==> config.mk <==
export PLATFORM = sky130hd
export DESIGN_NAME = pc_sequencer_flat
export DESIGN_NICKNAME = d
export VERILOG_FILES = /design/src/rtl/pc_sequencer_if.sv /design/src/rtl/pc_sequencer.sv /design/src/flat_wrapper.sv
export SDC_FILE = /design/constraint.sdc
export NUM_CORES = 1
export LEC_CHECK = 0
export ABC_AREA = 1
export BUFFER_PORTS_ARGS = -buffer_cell sky130_fd_sc_hd__buf_2
export CORE_MARGIN = 2
export CORE_UTILIZATION = 28
export DETAILED_ROUTE_END_ITERATION = 16
export PLACE_DENSITY = 0.55
export SYNTH_ARGS = -nofsm -noshare
export SYNTH_HDL_FRONTEND = slang
export SYNTH_SLANG_ARGS = --single-unit
==> constraint.sdc <==
create_clock -name clk -period 2.1 [get_ports clk]
set_clock_uncertainty 0.2 [all_clocks]
set_input_delay 0.315 -clock clk [delete_from_list [all_inputs] [get_ports clk]]
set_output_delay 0.315 -clock clk [all_outputs]
set_load 0.1 [all_outputs]
==> src/rtl/pc_sequencer_if.sv <==
// pc_sequencer_if
//
// Bundles the fetch-stage control/datapath signals around pc_sequencer.
//
//   stall, branch_taken, jal, jalr : pipeline control from decode/execute
//   next_pc                        : pc_adder result for the current pc_src
//   imem_ready                     : instruction memory accepts the fetch at pc
//   pc                             : architectural PC (pc_adder input, imem address)
//   pc_src                         : pc_adder source select (00 +4, 01 +imm, 10 rs1+imm, 11 hold)
//   imem_req                       : fetch request at pc
//   flush                          : kill younger in-flight instructions
//   misaligned                     : sticky misaligned-target trap flag
//   state                          : debug view of the sequencer state
//
// master : the sequencer side (drives pc/pc_src/imem_req/flush/misaligned/state)
// slave  : the surrounding pipeline/adder/memory side
interface pc_sequencer_if;
    logic        stall;
    logic        branch_taken;
    logic        jal;
    logic        jalr;
    logic [31:0] next_pc;
    logic        imem_ready;
    logic [31:0] pc;
    logic [1:0]  pc_src;
    logic        imem_req;
    logic        flush;
    logic        misaligned;
    logic [1:0]  state;

    modport master (
        input  stall, branch_taken, jal, jalr, next_pc, imem_ready,
        output pc, pc_src, imem_req, flush, misaligned, state
    );

    modport slave (
        output stall, branch_taken, jal, jalr, next_pc, imem_ready,
        input  pc, pc_src, imem_req, flush, misaligned, state
    );
endinterface

==> src/rtl/pc_sequencer.sv <==
// pc_sequencer
//
// Fetch-stage controller. Owns the architectural PC, picks the pc_adder
// source each cycle and loads the adder result when fetch may advance.
// Handles instruction-memory backpressure, post-redirect flush bubbles and
// traps (halts) on a misaligned PC target.
//
// Ports:
//   clk  : clock, all state updates on the rising edge
//   rst  : synchronous active-high reset
//   bus  : pc_sequencer_if.master (control inputs, adder result, imem
//          handshake, PC/pc_src/imem_req/flush/misaligned/state outputs)
//
// Parameters:
//   RESET_PC     : PC value loaded on reset
//   FLUSH_CYCLES : bubble cycles after a redirect (1..15)
module pc_sequencer #(
    parameter logic [31:0] RESET_PC     = 32'h0000_0000,
    parameter int unsigned FLUSH_CYCLES = 2
) (
    input  logic          clk,
    input  logic          rst,
    pc_sequencer_if.master bus
);

    typedef enum logic [1:0] {
        IDLE  = 2'b00,
        FETCH = 2'b01,
        FLUSH = 2'b10,
        HALT  = 2'b11
    } state_t;

    localparam logic [1:0] SRC_SEQ  = 2'b00;
    localparam logic [1:0] SRC_IMM  = 2'b01;
    localparam logic [1:0] SRC_REG  = 2'b10;
    localparam logic [1:0] SRC_HOLD = 2'b11;

    // The counter holds the number of flush cycles still to follow the
    // current one, so it is reloaded with one less than the bubble count.
    localparam logic [3:0] CNT_RELOAD = 4'(FLUSH_CYCLES - 1);

    state_t      state_q, state_d;
    logic [31:0] pc_q, pc_d;
    logic [3:0]  cnt_q, cnt_d;
    logic        mis_q, mis_d;

    logic [1:0]  src_sel;
    logic        fetch_req;
    logic        flush_active;
    logic        redirect;
    logic        pc_load;

    assign redirect = bus.jalr | bus.jal | bus.branch_taken;

    // State register
    always_ff @(posedge clk) begin
        if (rst) begin
            state_q <= IDLE;
            pc_q    <= RESET_PC;
            cnt_q   <= 4'd0;
            mis_q   <= 1'b0;
        end else begin
            state_q <= state_d;
            pc_q    <= pc_d;
            cnt_q   <= cnt_d;
            mis_q   <= mis_d;
        end
    end

    // Next-state logic. Any non-hold source in FETCH/FLUSH is a would-be PC
    // load; a misaligned adder result turns that load into a trap instead.
    always_comb begin
        state_d = state_q;
        pc_d    = pc_q;
        cnt_d   = cnt_q;
        mis_d   = mis_q;
        pc_load = ((state_q == FETCH) || (state_q == FLUSH)) && (src_sel != SRC_HOLD);

        case (state_q)
            IDLE: begin
                state_d = FETCH;
            end
            FETCH, FLUSH: begin
                if (pc_load) begin
                    if (bus.next_pc[1:0] != 2'b00) begin
                        mis_d   = 1'b1;
                        state_d = HALT;
                    end else begin
                        pc_d = bus.next_pc;
                        if (redirect) begin
                            cnt_d   = CNT_RELOAD;
                            state_d = FLUSH;
                        end
                    end
                end else if (state_q == FLUSH) begin
                    if (cnt_q == 4'd0) begin
                        state_d = FETCH;
                    end else begin
                        cnt_d = cnt_q - 4'd1;
                    end
                end
            end
            default: begin
                state_d = state_q;
            end
        endcase
    end

    // Output logic. Redirects win over stall/backpressure; in FLUSH only a
    // redirect can select a non-hold source.
    always_comb begin
        src_sel      = SRC_HOLD;
        fetch_req    = 1'b0;
        flush_active = 1'b0;

        case (state_q)
            FETCH: begin
                fetch_req = 1'b1;
                if (bus.jalr) begin
                    src_sel = SRC_REG;
                end else if (bus.jal || bus.branch_taken) begin
                    src_sel = SRC_IMM;
                end else if (bus.stall || !bus.imem_ready) begin
                    src_sel = SRC_HOLD;
                end else begin
                    src_sel = SRC_SEQ;
                end
            end
            FLUSH: begin
                flush_active = 1'b1;
                if (bus.jalr) begin
                    src_sel = SRC_REG;
                end else if (bus.jal || bus.branch_taken) begin
                    src_sel = SRC_IMM;
                end
            end
            HALT: begin
                flush_active = 1'b1;
            end
            default: begin
                src_sel = SRC_HOLD;
            end
        endcase
    end

    assign bus.pc         = pc_q;
    assign bus.pc_src     = src_sel;
    assign bus.imem_req   = fetch_req;
    assign bus.flush      = flush_active;
    assign bus.misaligned = mis_q;
    assign bus.state      = state_q;

endmodule
==> src/flat_wrapper.sv <==
// flat-port wrapper written by rule: the top's interface ports become plain ports
module pc_sequencer_flat 
#(
    parameter logic [31:0] RESET_PC     = 32'h0000_0000,
    parameter int unsigned FLUSH_CYCLES = 2
)
  (clk, rst, bus_stall, bus_branch_taken, bus_jal, bus_jalr, bus_next_pc, bus_imem_ready, bus_pc, bus_pc_src, bus_imem_req, bus_flush, bus_misaligned, bus_state);
  pc_sequencer_if bus_i ();
  input  logic clk;
  input  logic rst;
  input wire logic [$bits(bus_i.stall)-1:0] bus_stall;
  input wire logic [$bits(bus_i.branch_taken)-1:0] bus_branch_taken;
  input wire logic [$bits(bus_i.jal)-1:0] bus_jal;
  input wire logic [$bits(bus_i.jalr)-1:0] bus_jalr;
  input wire logic [$bits(bus_i.next_pc)-1:0] bus_next_pc;
  input wire logic [$bits(bus_i.imem_ready)-1:0] bus_imem_ready;
  output wire logic [$bits(bus_i.pc)-1:0] bus_pc;
  output wire logic [$bits(bus_i.pc_src)-1:0] bus_pc_src;
  output wire logic [$bits(bus_i.imem_req)-1:0] bus_imem_req;
  output wire logic [$bits(bus_i.flush)-1:0] bus_flush;
  output wire logic [$bits(bus_i.misaligned)-1:0] bus_misaligned;
  output wire logic [$bits(bus_i.state)-1:0] bus_state;
  assign bus_i.stall = bus_stall;
  assign bus_i.branch_taken = bus_branch_taken;
  assign bus_i.jal = bus_jal;
  assign bus_i.jalr = bus_jalr;
  assign bus_i.next_pc = bus_next_pc;
  assign bus_i.imem_ready = bus_imem_ready;
  assign bus_pc = bus_i.pc;
  assign bus_pc_src = bus_i.pc_src;
  assign bus_imem_req = bus_i.imem_req;
  assign bus_flush = bus_i.flush;
  assign bus_misaligned = bus_i.misaligned;
  assign bus_state = bus_i.state;
  pc_sequencer #(.RESET_PC(RESET_PC), .FLUSH_CYCLES(FLUSH_CYCLES)) u_core (.clk(clk), .rst(rst), .bus(bus_i));
endmodule
==> reports/results.ini, run 1 <==
[synthesis]
cell_with_the_most_instances_after_synthesis = sky130_fd_sc_hd__nor2_1
synth_seq_area_share_pct = 45.55
synthesis.instances = 223
postSynth.topFlopCell = sky130_fd_sc_hd__dfxtp_1
post_synth_main_area_contributors = sky130_fd_sc_hd__dfxtp_1 (46%), sky130_fd_sc_hd__nor2_1 (15%), sky130_fd_sc_hd__o21ai_0 (8.5%), sky130_fd_sc_hd__nand2_1 (4.6%), sky130_fd_sc_hd__ha_1 (3.6%)
ys_ff_latch = 39
synth-edff-count = 0
yosys_warnings = 0
synth.net_count = 267
mappedNetlistArea_um2 = 1714
synth_largest_type_area_fraction_pct = 45.55
synth_cell_types = 27
post_synth_most_frequent_cells = sky130_fd_sc_hd__nor2_1 (70), sky130_fd_sc_hd__dfxtp_1 (39), sky130_fd_sc_hd__o21ai_0 (29)
async_flop_share_pct = 0
syn_area_per_cell_um2 = 7.687
cell_accounting_for_the_most_synthesized_area = sky130_fd_sc_hd__dfxtp_1

[clock_network]
path_clk_slew_ns = 0.08
cts_inserted_buffers = 5
cts-root-to-sink-buffers = 2
postCtsSetupBuffers = 0
tritoncts = yes
cts_htree_levels = 2
cts_root_buf = sky130_fd_sc_hd__clkbuf_8
clk_latency_ns = 0.28
cts.sink_count = 39

[detailed_routing]
drt_iter0_drc = 59
drc = 0
wirelength_mm = 4.061
ant_nets = 0
vias_after_detailed_routing = 1661
wl_per_cell_um = 10.74
drtPass1Iterations = 4
route.detailed.vias_per_inst = 4.394

[timing]
final-max-slew-violation-count = 0
final_critical_delay_including_setup_and_external_delays_ns = 1.979
worst-slew-pin-transition_ns = 0.4952
maxClockFrequency_mhz = 505.3
finalWorstSetupSlack_ns = 0.1210
relSlewSlack_pct = 67.22
layout_worst_path_cycle_share_pct = 94.24
final-hold-violation-count = 0
setup-violations-final = 0
setup_repair_after_global_routing_missed_its_margin = false

[grt]
globalRouteOverflowTotal = 0
grt_util_met1_pct = 15.19
antenna_found_initial = 0
grt_start_max_net_pins = 33
grt-busiest-layer = met2
grt.total_usage_pct = 12.65
grt_pass1_vias = 1557
grt.met2_usage_pct = 20.40
grt_first_pass_wirelength_mm = 6.630
use_met3_pct = 5.326

[setup_path]
regToRegEndpoint = u_core.bus.pc[31]
reg2regPathDepth = 11
critPathCaptureType = primary output
cp_data_arrival_time_ns = 1.46
worstSetupStartpoint = u_core.bus.state[0]
slowest_delay_ns = 0.39
worstSetupStartpointType = register
worstReg2RegStart = u_core.bus.state[0]
worstPathRequired_ns = 1.58
critical_path.cell_chain = inv_2, ha_4, or2_2, buf_2
reg2reg_setup_slack_ns = 0.20
path_delay_family = flip-flops
critical-path-slowest-cell = sky130_fd_sc_hd__dfxtp_4
criticalPathCategory = reg2out
critical_path.n_buffers_inverters = 2
path_max_fanout = 6

[die]
dieArea_um2 = 6763
rows = 28
die_width_um = 82.24
die_height_um = 82.24
top_level_ports = 78
starting_density_of_the_core_pct = 28.95
core_region_area_um2 = 5921

[layout]
final_nets = 346
synthToLayoutAreaGrowth_pct = 36.57
antenna_cells = 0
drive_gt1_share_pct = 37.29

[place]
dpl.hpwl_mm = 3.014
routabilityCongestion = 0.8446
io_buffer_count = 77
place_worst_setup_slack_ns = 0.1978

[worst_hold_path]
min-delay-path-class = in2reg
timing.hold.worst_endpoint = u_core.bus.pc[14]
hold_path_depth = 3
min-delay-start = bus_next_pc[14]

[run]
max_cap_violations = 0

[outcome]
status = finished, final reports clean

-- cells in the final DEF, fill, tap and decap left out, drive strengths merged, types with 2 or more instances in the layout --
master | netlist | final
buf | 6 | 80
inv | 14 | 15
a21oi | 2 | 2
nand3 | 9 | 9
o21ai | 31 | 31
nand4 | 4 | 4
ha | 5 | 5
nor2 | 79 | 79
dfxtp | 39 | 39
clkbuf | 3 | 7
nand2 | 24 | 24
-- flip-flops by register name, indices dropped and copies added, names as in the netlist --
name / flops
u_core.bus.pc: 32
u_core.cnt_q: 4
u_core.bus.state: 2
u_core.bus.misaligned: 1
-- logic make-up (layout without fill, tap and decap cells) --
group | Yosys count | in the layout | share of synthesized area (%)
AOI/OAI and AO/OA | 35 | 35 | 10.51
buffers and inverters | 24 | 104 | 8.613
and+or+nand+nor | 119 | 119 | 31.17
adders and majority gates | 5 | 5 | 3.650
xor gates and xnor gates | 1 | 1 | 0.5110
DFF | 39 | 39 | 45.55
-- worst max-delay path by stage --
stage | end | slack (ns) | cells after the start
final | bus_flush | 0.12 | 4
after global routing | u_core.bus.pc[27] | 0.03 | 11
after CTS | bus_flush | 0.11 | 4
after detailed placement | u_core.bus.pc[23] | 0.20 | 11
after global placement | u_core.bus.pc[21] | 0.24 | 11
after floorplan | u_core.bus.pc[15] | -0.16 | 9
-- tightest hold or removal path: cells and delay by family --
family | cells | cell delay (ns)
AOI/OAI and AO/OA | 1 | 0.05
buffers and inverters | 1 | 0.07
and+or+nand+nor | 1 | 0.07
-- cell type report --
cell class              instances  area [um2]
clock inverters                 1       6.256
well taps                      75       93.84
flip-flops and latches         39       788.3
clock buffers                   7       96.34
inverters                      15       66.31
multi-input cells             160       829.5
fillers                       640        3580
repair buffers                 81       460.4
-- metal layers --
| layer | share of wire [%] | wire length [um] | up-vias |
|---|---|---|---|
| li1 | - | - | 875 |
| met1 | 46 | 1883 | 727 |
| met2 | 43 | 1756 | 55 |
| met3 | 9.6 | 390 | 4 |
| met4 | 0.79 | 32 | 0 |
| met5 | 0 | 0 | - |
-- metrics by stage --
step | cells | setup TNS (ns) | hold WS [ns] | util, % | cell area, um2
after floorplan | 223 | -5.520 | 0.1744 | - | 1770
after CTS | 378 | 0 | 0.05723 | 39.54 | 2341
after detailed placement | 369 | 0 | 0.2315 | 37.64 | 2228
final | 378 | 0 | 0.06441 | 39.54 | 2341
after global placement | 369 | 0 | 0.2307 | 37.64 | 2228
after global routing | 378 | 0 | 0.06553 | 39.54 | 2341
-- timing repair --
| action | in CTS | in global routing |
|---|---|---|
| gates resized for setup | 0 | 0 |
| hold buffers | 1 | 0 |
| hold endpoints to repair | 1 | 0 |
Power of run 1 is not shown: default switching activity piles up to over one toggle a cycle in this logic, so the estimate is an artifact.
==> run 2, diff against run 1 <==
==> constraint.sdc (replaced) <==
create_clock -name clk -period 2.1 [get_ports clk]
set_clock_uncertainty 0.2 [all_clocks]
set_input_delay 0 -clock clk [delete_from_list [all_inputs] [get_ports clk]]
set_output_delay 0 -clock clk [all_outputs]
set_load 0.1 [all_outputs]
==> run 2 against run 1 <==
Effect of this change: flip-flop and latch count unchanged; final area is 14% higher; non-clock buffer count rose by 34; register-to-register slack lost 0.02 ns; largest cell class unchanged; global-route usage rose by 1.5 points; utilization up 5.5 points; sequential share of layout area fell by 4.1 points; critical path depth up 7; setup slack improved by 0.028 ns; die area did not move.
==> reports/results.ini, run 2 (synthesis gave the netlist of run 1 again) <==
[timing]
finalHoldWorstSlack_ns = 0.0003577  ; -0.06406 ns
setup-violations-final = 0  ; unchanged
final-hold-violation-count = 0  ; unchanged
layout_worst_path_cycle_share_pct = 92.92  ; -1.3 points
setup_repair_after_global_routing_missed_its_margin = false
relSlewSlack_pct = 66.78  ; -0.44 points
finalWorstSetupSlack_ns = 0.1487  ; +0.02769 ns
fin_setup_tns_ns = 0  ; unchanged
maxClockFrequency_mhz = 512.5  ; +1.4%
final-max-slew-violation-count = 0  ; unchanged
worst-slew-pin-transition_ns = 0.5018  ; +0.006623 ns
final_critical_delay_including_setup_and_external_delays_ns = 1.951  ; -0.02769 ns

[detailed_routing]
drc = 0  ; unchanged
wirelength_mm = 4.596  ; +13%
drt_iter0_drc = 36  ; -39%
route.detailed.vias_per_inst = 4.359  ; -0.80%
vias_after_detailed_routing = 1796  ; +8.1%
ant_nets = 0  ; unchanged
wl_per_cell_um = 11.16  ; +3.8%
drtPass1Iterations = 4  ; unchanged

[layout]
seq_area_um2 = 788.3  ; unchanged
drive_gt1_share_pct = 33.53  ; -3.8 points
num-fill-cells = 593  ; -7.3%
synthToLayoutAreaGrowth_pct = 55.40
multi_input_area_um2 = 829.5  ; unchanged
most_frequent_cells_in_the_layout = sky130_fd_sc_hd__buf_2 (77), sky130_fd_sc_hd__nor2_1 (70), sky130_fd_sc_hd__dfxtp_1 (37), sky130_fd_sc_hd__dlygate4sd3_1 (35), sky130_fd_sc_hd__o21ai_1 (30)
antenna_cells = 0  ; unchanged
largest_register_ffs = 32  ; unchanged
final_nets = 380  ; +9.8%
layout.cells.most_common = sky130_fd_sc_hd__buf_2

[clock_network]
tritoncts = yes
cts_htree_levels = 2  ; unchanged
clk_latency_ns = 0.29  ; about the same
cts_root_buf = sky130_fd_sc_hd__clkbuf_8
postCtsSetupBuffers = 0  ; unchanged
cts.sink_count = 39  ; unchanged
path_clk_slew_ns = 0.08  ; about the same
cts_inserted_buffers = 5  ; unchanged
cts-root-to-sink-buffers = 2  ; unchanged

[die]
dieArea_um2 = 6763  ; unchanged
die_width_um = 82.24  ; unchanged
starting_density_of_the_core_pct = 28.95  ; unchanged
core_region_area_um2 = 5921  ; unchanged
rows = 28  ; unchanged
top_level_ports = 78  ; unchanged
die_height_um = 82.24  ; unchanged

[setup_path]
criticalPathCategory = in2reg
worstReg2RegStart = u_core.bus.state[0]
reg2regPathDepth = 11  ; unchanged
cp_data_arrival_time_ns = 1.94  ; +0.48 ns
reg2reg_setup_slack_ns = 0.18  ; -0.02 ns
regToRegEndpoint = u_core.bus.pc[30]
critPathCaptureType = register
worstSetupStartpointType = input port
worstPathRequired_ns = 2.08  ; +0.50 ns
path_max_fanout = 4  ; -2

[worst_hold_path]
hold_path_depth = 6  ; +3
min-delay-start = bus_jalr
min-delay-path-class = in2reg
timing.hold.worst_endpoint = u_core.bus.state[0]

[place]
io_buffer_count = 77  ; unchanged
place_worst_setup_slack_ns = 0.1949  ; -0.002858 ns
routabilityCongestion = 0.7940  ; -6.0%
dpl.hpwl_mm = 3.050  ; +1.2%

[grt]
grt_first_pass_wirelength_mm = 7.424  ; +12%
antenna_found_initial = 0  ; unchanged
globalRouteOverflowTotal = 0  ; unchanged
grt_start_max_net_pins = 33  ; unchanged
grt_pass1_vias = 1728  ; +11%
grt.total_usage_pct = 14.13  ; +1.5 points

[outcome]
status = finished, final reports clean

[run]
max_cap_violations = 0  ; unchanged

-- run 2: per-layer routing --
| layer | vias to the layer above | wire, um | GRT usage (%) |
|---|---|---|---|
| met5 | - | 0 | 0 |
| met4 | 0 | 34 | 4.167 |
| met3 | 4 | 364 | 4.783 |
| met2 | 59 | 2156 | 24.11 |
| met1 | 794 | 2041 | 16.72 |
| li1 | 939 | - | - |
-- run 2: how the worst max path moves through the flow --
| stage | cells past startpoint | to | start |
|---|---|---|---|
| after floorplan | 9 | u_core.bus.pc[15] | u_core.bus.state[1] |
| after global placement | 11 | u_core.bus.pc[21] | u_core.bus.state[0] |
| after detailed placement | 11 | u_core.bus.pc[30] | u_core.bus.state[0] |
| final | 11 | u_core.cnt_q[3] | bus_branch_taken |
| after global routing | 11 | u_core.bus.pc[30] | u_core.bus.state[0] |
| after CTS | 11 | u_core.cnt_q[3] | bus_branch_taken |
-- run 2: timing repair --
action	in CTS	in global routing
hold buffers	35	0
endpoints found under the hold margin	33	0
gates resized for setup	0	1
endpoints found under the setup margin	0	10
-- run 2: critical path, stage by stage --
cell and delay (ns):
sky130_fd_sc_hd__dlygate4sd3_1 0.53, sky130_fd_sc_hd__buf_2 0.12, sky130_fd_sc_hd__nor2_2 0.14, sky130_fd_sc_hd__dlygate4sd3_1 0.57
sky130_fd_sc_hd__nand2_1 0.09, sky130_fd_sc_hd__nand2_1 0.07, sky130_fd_sc_hd__nand2_1 0.10, sky130_fd_sc_hd__nand3_2 0.12
sky130_fd_sc_hd__inv_1 0.06, sky130_fd_sc_hd__nor2_1 0.09, sky130_fd_sc_hd__nor2_1 0.05
-- run 2: cell type report --
class,instances,area share (%)
timing repair buffer,115,28.93
clock inverter,1,0.1879
sequential,39,29.59
clock buffer,7,4.039
inverter,15,2.583
multi-input combinational,160,31.14
tap,75,3.523
-- run 2: through the flow --
step	area [um2]	util [%]	cells
after floorplan	1770	-	223
after global placement	2198	37.13	369
after detailed placement	2198	37.13	369
after CTS	2661	44.95	412
after global routing	2664	44.99	412
final	2664	44.99	412
Power of run 2 is left out for the same reason.
==> run 3, diff against run 2 <==
Settings changed: RECOVER_POWER set to 25.
==> run 3 against run 2 <==
Effect of this change: the run now ends with negative hold slack left; die area unchanged; final area shrank 0.85%; final cell count unchanged; hold slack hardly changed; routed wire length decreased by 0.13%; first-iteration DRC count is 11% higher.
==> reports/results.ini, run 3 (synthesis gave the netlist of run 1 again) <==
[detailed_routing]
wirelength_mm = 4.590  ; -0.13%
drt_iter0_drc = 40  ; +11%
drtPass1Iterations = 4  ; unchanged
drc = 0  ; unchanged
vias_after_detailed_routing = 1801  ; +0.28%
wl_per_cell_um = 11.14  ; -0.13%
ant_nets = 0  ; unchanged
route.detailed.vias_per_inst = 4.371  ; +0.28%

[worst_hold_path]
min-delay-start = bus_jalr
timing.hold.worst_endpoint = u_core.bus.state[0]
hold_path_depth = 6  ; unchanged
min-delay-path-class = in2reg

[setup_path]
worstPathRequired_ns = 2.08  ; about the same
path_delay_family = buffers and inverters
critical-path-slowest-cell = sky130_fd_sc_hd__dlygate4sd3_1
path_max_fanout = 4  ; unchanged
criticalPathCategory = in2reg
regToRegEndpoint = u_core.bus.pc[30]
reg2reg_setup_slack_ns = 0.18  ; about the same
worstReg2RegStart = u_core.bus.state[0]
critical_path.n_buffers_inverters = 4  ; unchanged
worstSetupStartpointType = input port
worst_path_most_repeated_cell = sky130_fd_sc_hd__nand2_1
slowest_delay_ns = 0.57  ; about the same
reg2regPathDepth = 11  ; unchanged
cp.depth = 11  ; unchanged
cp_data_arrival_time_ns = 1.94  ; about the same
critPathCaptureType = register
critical_path.cell_chain = dlygate4sd3_1, buf_2, nor2_2, dlygate4sd3_1, nand2_1, nand2_1, nand2_1, nand3_2, inv_1, nor2_1, nor2_1

[timing]
final_critical_delay_including_setup_and_external_delays_ns = 1.951  ; -0.0001340 ns
final-hold-violation-count = 1  ; +1
relSlewSlack_pct = 21.58  ; -45 points
setup_repair_after_global_routing_missed_its_margin = false
maxClockFrequency_mhz = 512.5  ; about the same
layout_worst_path_cycle_share_pct = 92.91  ; about the same
setup-violations-final = 0  ; unchanged
finalHoldWorstSlack_ns = -0.00006348  ; -0.0004212 ns
worst-slew-pin-transition_ns = 1.181  ; +0.6796 ns
final-max-slew-violation-count = 0  ; unchanged

[layout]
final_nets = 380  ; unchanged
drive_gt1_share_pct = 28.19  ; -5.3 points
layout.cells.most_common = sky130_fd_sc_hd__nor2_1
largest_register_ffs = 32  ; unchanged
finish.instance_area_um2 = 2641  ; -0.85%
synthToLayoutAreaGrowth_pct = 54.09
antenna_cells = 0  ; unchanged
instances_no_fill = 412  ; unchanged
most_frequent_cells_in_the_layout = sky130_fd_sc_hd__nor2_1 (70), sky130_fd_sc_hd__buf_2 (59), sky130_fd_sc_hd__dfxtp_1 (37), sky130_fd_sc_hd__dlygate4sd3_1 (35), sky130_fd_sc_hd__o21ai_1 (30)
num-fill-cells = 602  ; +1.5%

[die]
starting_density_of_the_core_pct = 28.95  ; unchanged
rows = 28  ; unchanged
die_width_um = 82.24  ; unchanged
top_level_ports = 78  ; unchanged
die_height_um = 82.24  ; unchanged
dieArea_um2 = 6763  ; unchanged
core_region_area_um2 = 5921  ; unchanged

[grt]
grt.total_usage_pct = 14.13  ; unchanged
antenna_found_initial = 0  ; unchanged
use_met3_pct = 4.783  ; unchanged
grt_util_met1_pct = 16.72  ; unchanged
grt-busiest-layer = met2
grt_pass1_vias = 1728  ; unchanged
globalRouteOverflowTotal = 0  ; unchanged
grt_start_max_net_pins = 33  ; unchanged
grt_first_pass_wirelength_mm = 7.424  ; unchanged
grt.met2_usage_pct = 24.11  ; unchanged

[clock_network]
clk_latency_ns = 0.29  ; about the same
tritoncts = yes
cts-root-to-sink-buffers = 2  ; unchanged
cts_htree_levels = 2  ; unchanged
cts_root_buf = sky130_fd_sc_hd__clkbuf_8
cts_inserted_buffers = 5  ; unchanged
cts.sink_count = 39  ; unchanged
path_clk_slew_ns = 0.08  ; about the same

[place]
numPlacedInstances = 369  ; unchanged
io_buffer_count = 77  ; unchanged
dpl_cell_area_um2 = 2198  ; unchanged
routabilityCongestion = 0.7940  ; unchanged
dpl.hpwl_mm = 3.050  ; unchanged

[run]
max_cap_violations = 0  ; unchanged

[outcome]
status = finished with violations
failed_checks = negative hold slack

-- run 3: cell types whose count changed in the layout (fill, tap and decap cells not counted) --
cell,delta
sky130_fd_sc_hd__clkbuf_1,+18
sky130_fd_sc_hd__buf_2,-18
-- run 3: tightest hold or removal path, delay by kind of cell --
family                 cells  cell delay [ns]
AND/OR/NAND/NOR            3             0.27
AO/OA/AOI/OAI              1             0.05
buffers and inverters      2             0.15
-- run 3: worst max path at each step --
| stage | start | slack, ns | endpoint |
|---|---|---|---|
| floorplan | u_core.bus.state[1] | -0.16 | u_core.bus.pc[15] |
| global placement | u_core.bus.state[0] | 0.24 | u_core.bus.pc[21] |
| detailed placement | u_core.bus.state[0] | 0.19 | u_core.bus.pc[30] |
| CTS | bus_branch_taken | 0.16 | u_core.cnt_q[3] |
| global route | u_core.bus.state[0] | 0.002 | u_core.bus.pc[30] |
| finish | bus_branch_taken | 0.15 | u_core.cnt_q[3] |
-- run 3: repair_timing --
item,4_1_cts,5_1_grt
resized for setup,0,1
hold buffers,35,0
endpoints found under the hold margin,33,0
setup endpoints to repair,0,10
setup buffers,0,0
-- run 3: stage by stage --
step / setup slack, ns / util (%) / TNS (ns)
after floorplan: -0.1608 / - / -5.520
after global placement: 0.2425 / 37.13 / 0
after detailed placement: 0.1949 / 37.13 / 0
after CTS: 0.1642 / 44.95 / 0
after global routing: 0.002490 / 44.61 / 0
final: 0.1488 / 44.61 / 0
-- run 3: final cells by class --
cell class	count	area [um2]	area share [%]
clock inverters	1	5.005	0.1895
well taps	75	93.84	3.553
multi-input cells	160	829.5	31.41
inverters	15	68.82	2.605
flip-flops and latches	39	788.3	29.84
clock buffers	7	107.6	4.074
repair buffers	115	748.2	28.33
-- run 3: layer usage --
metal,wire (um),up-vias
met2,2157,61
met4,31,0
met5,0,-
met3,358,4
li1,-,941
met1,2042,795
Power of run 3 is left out for the same reason.
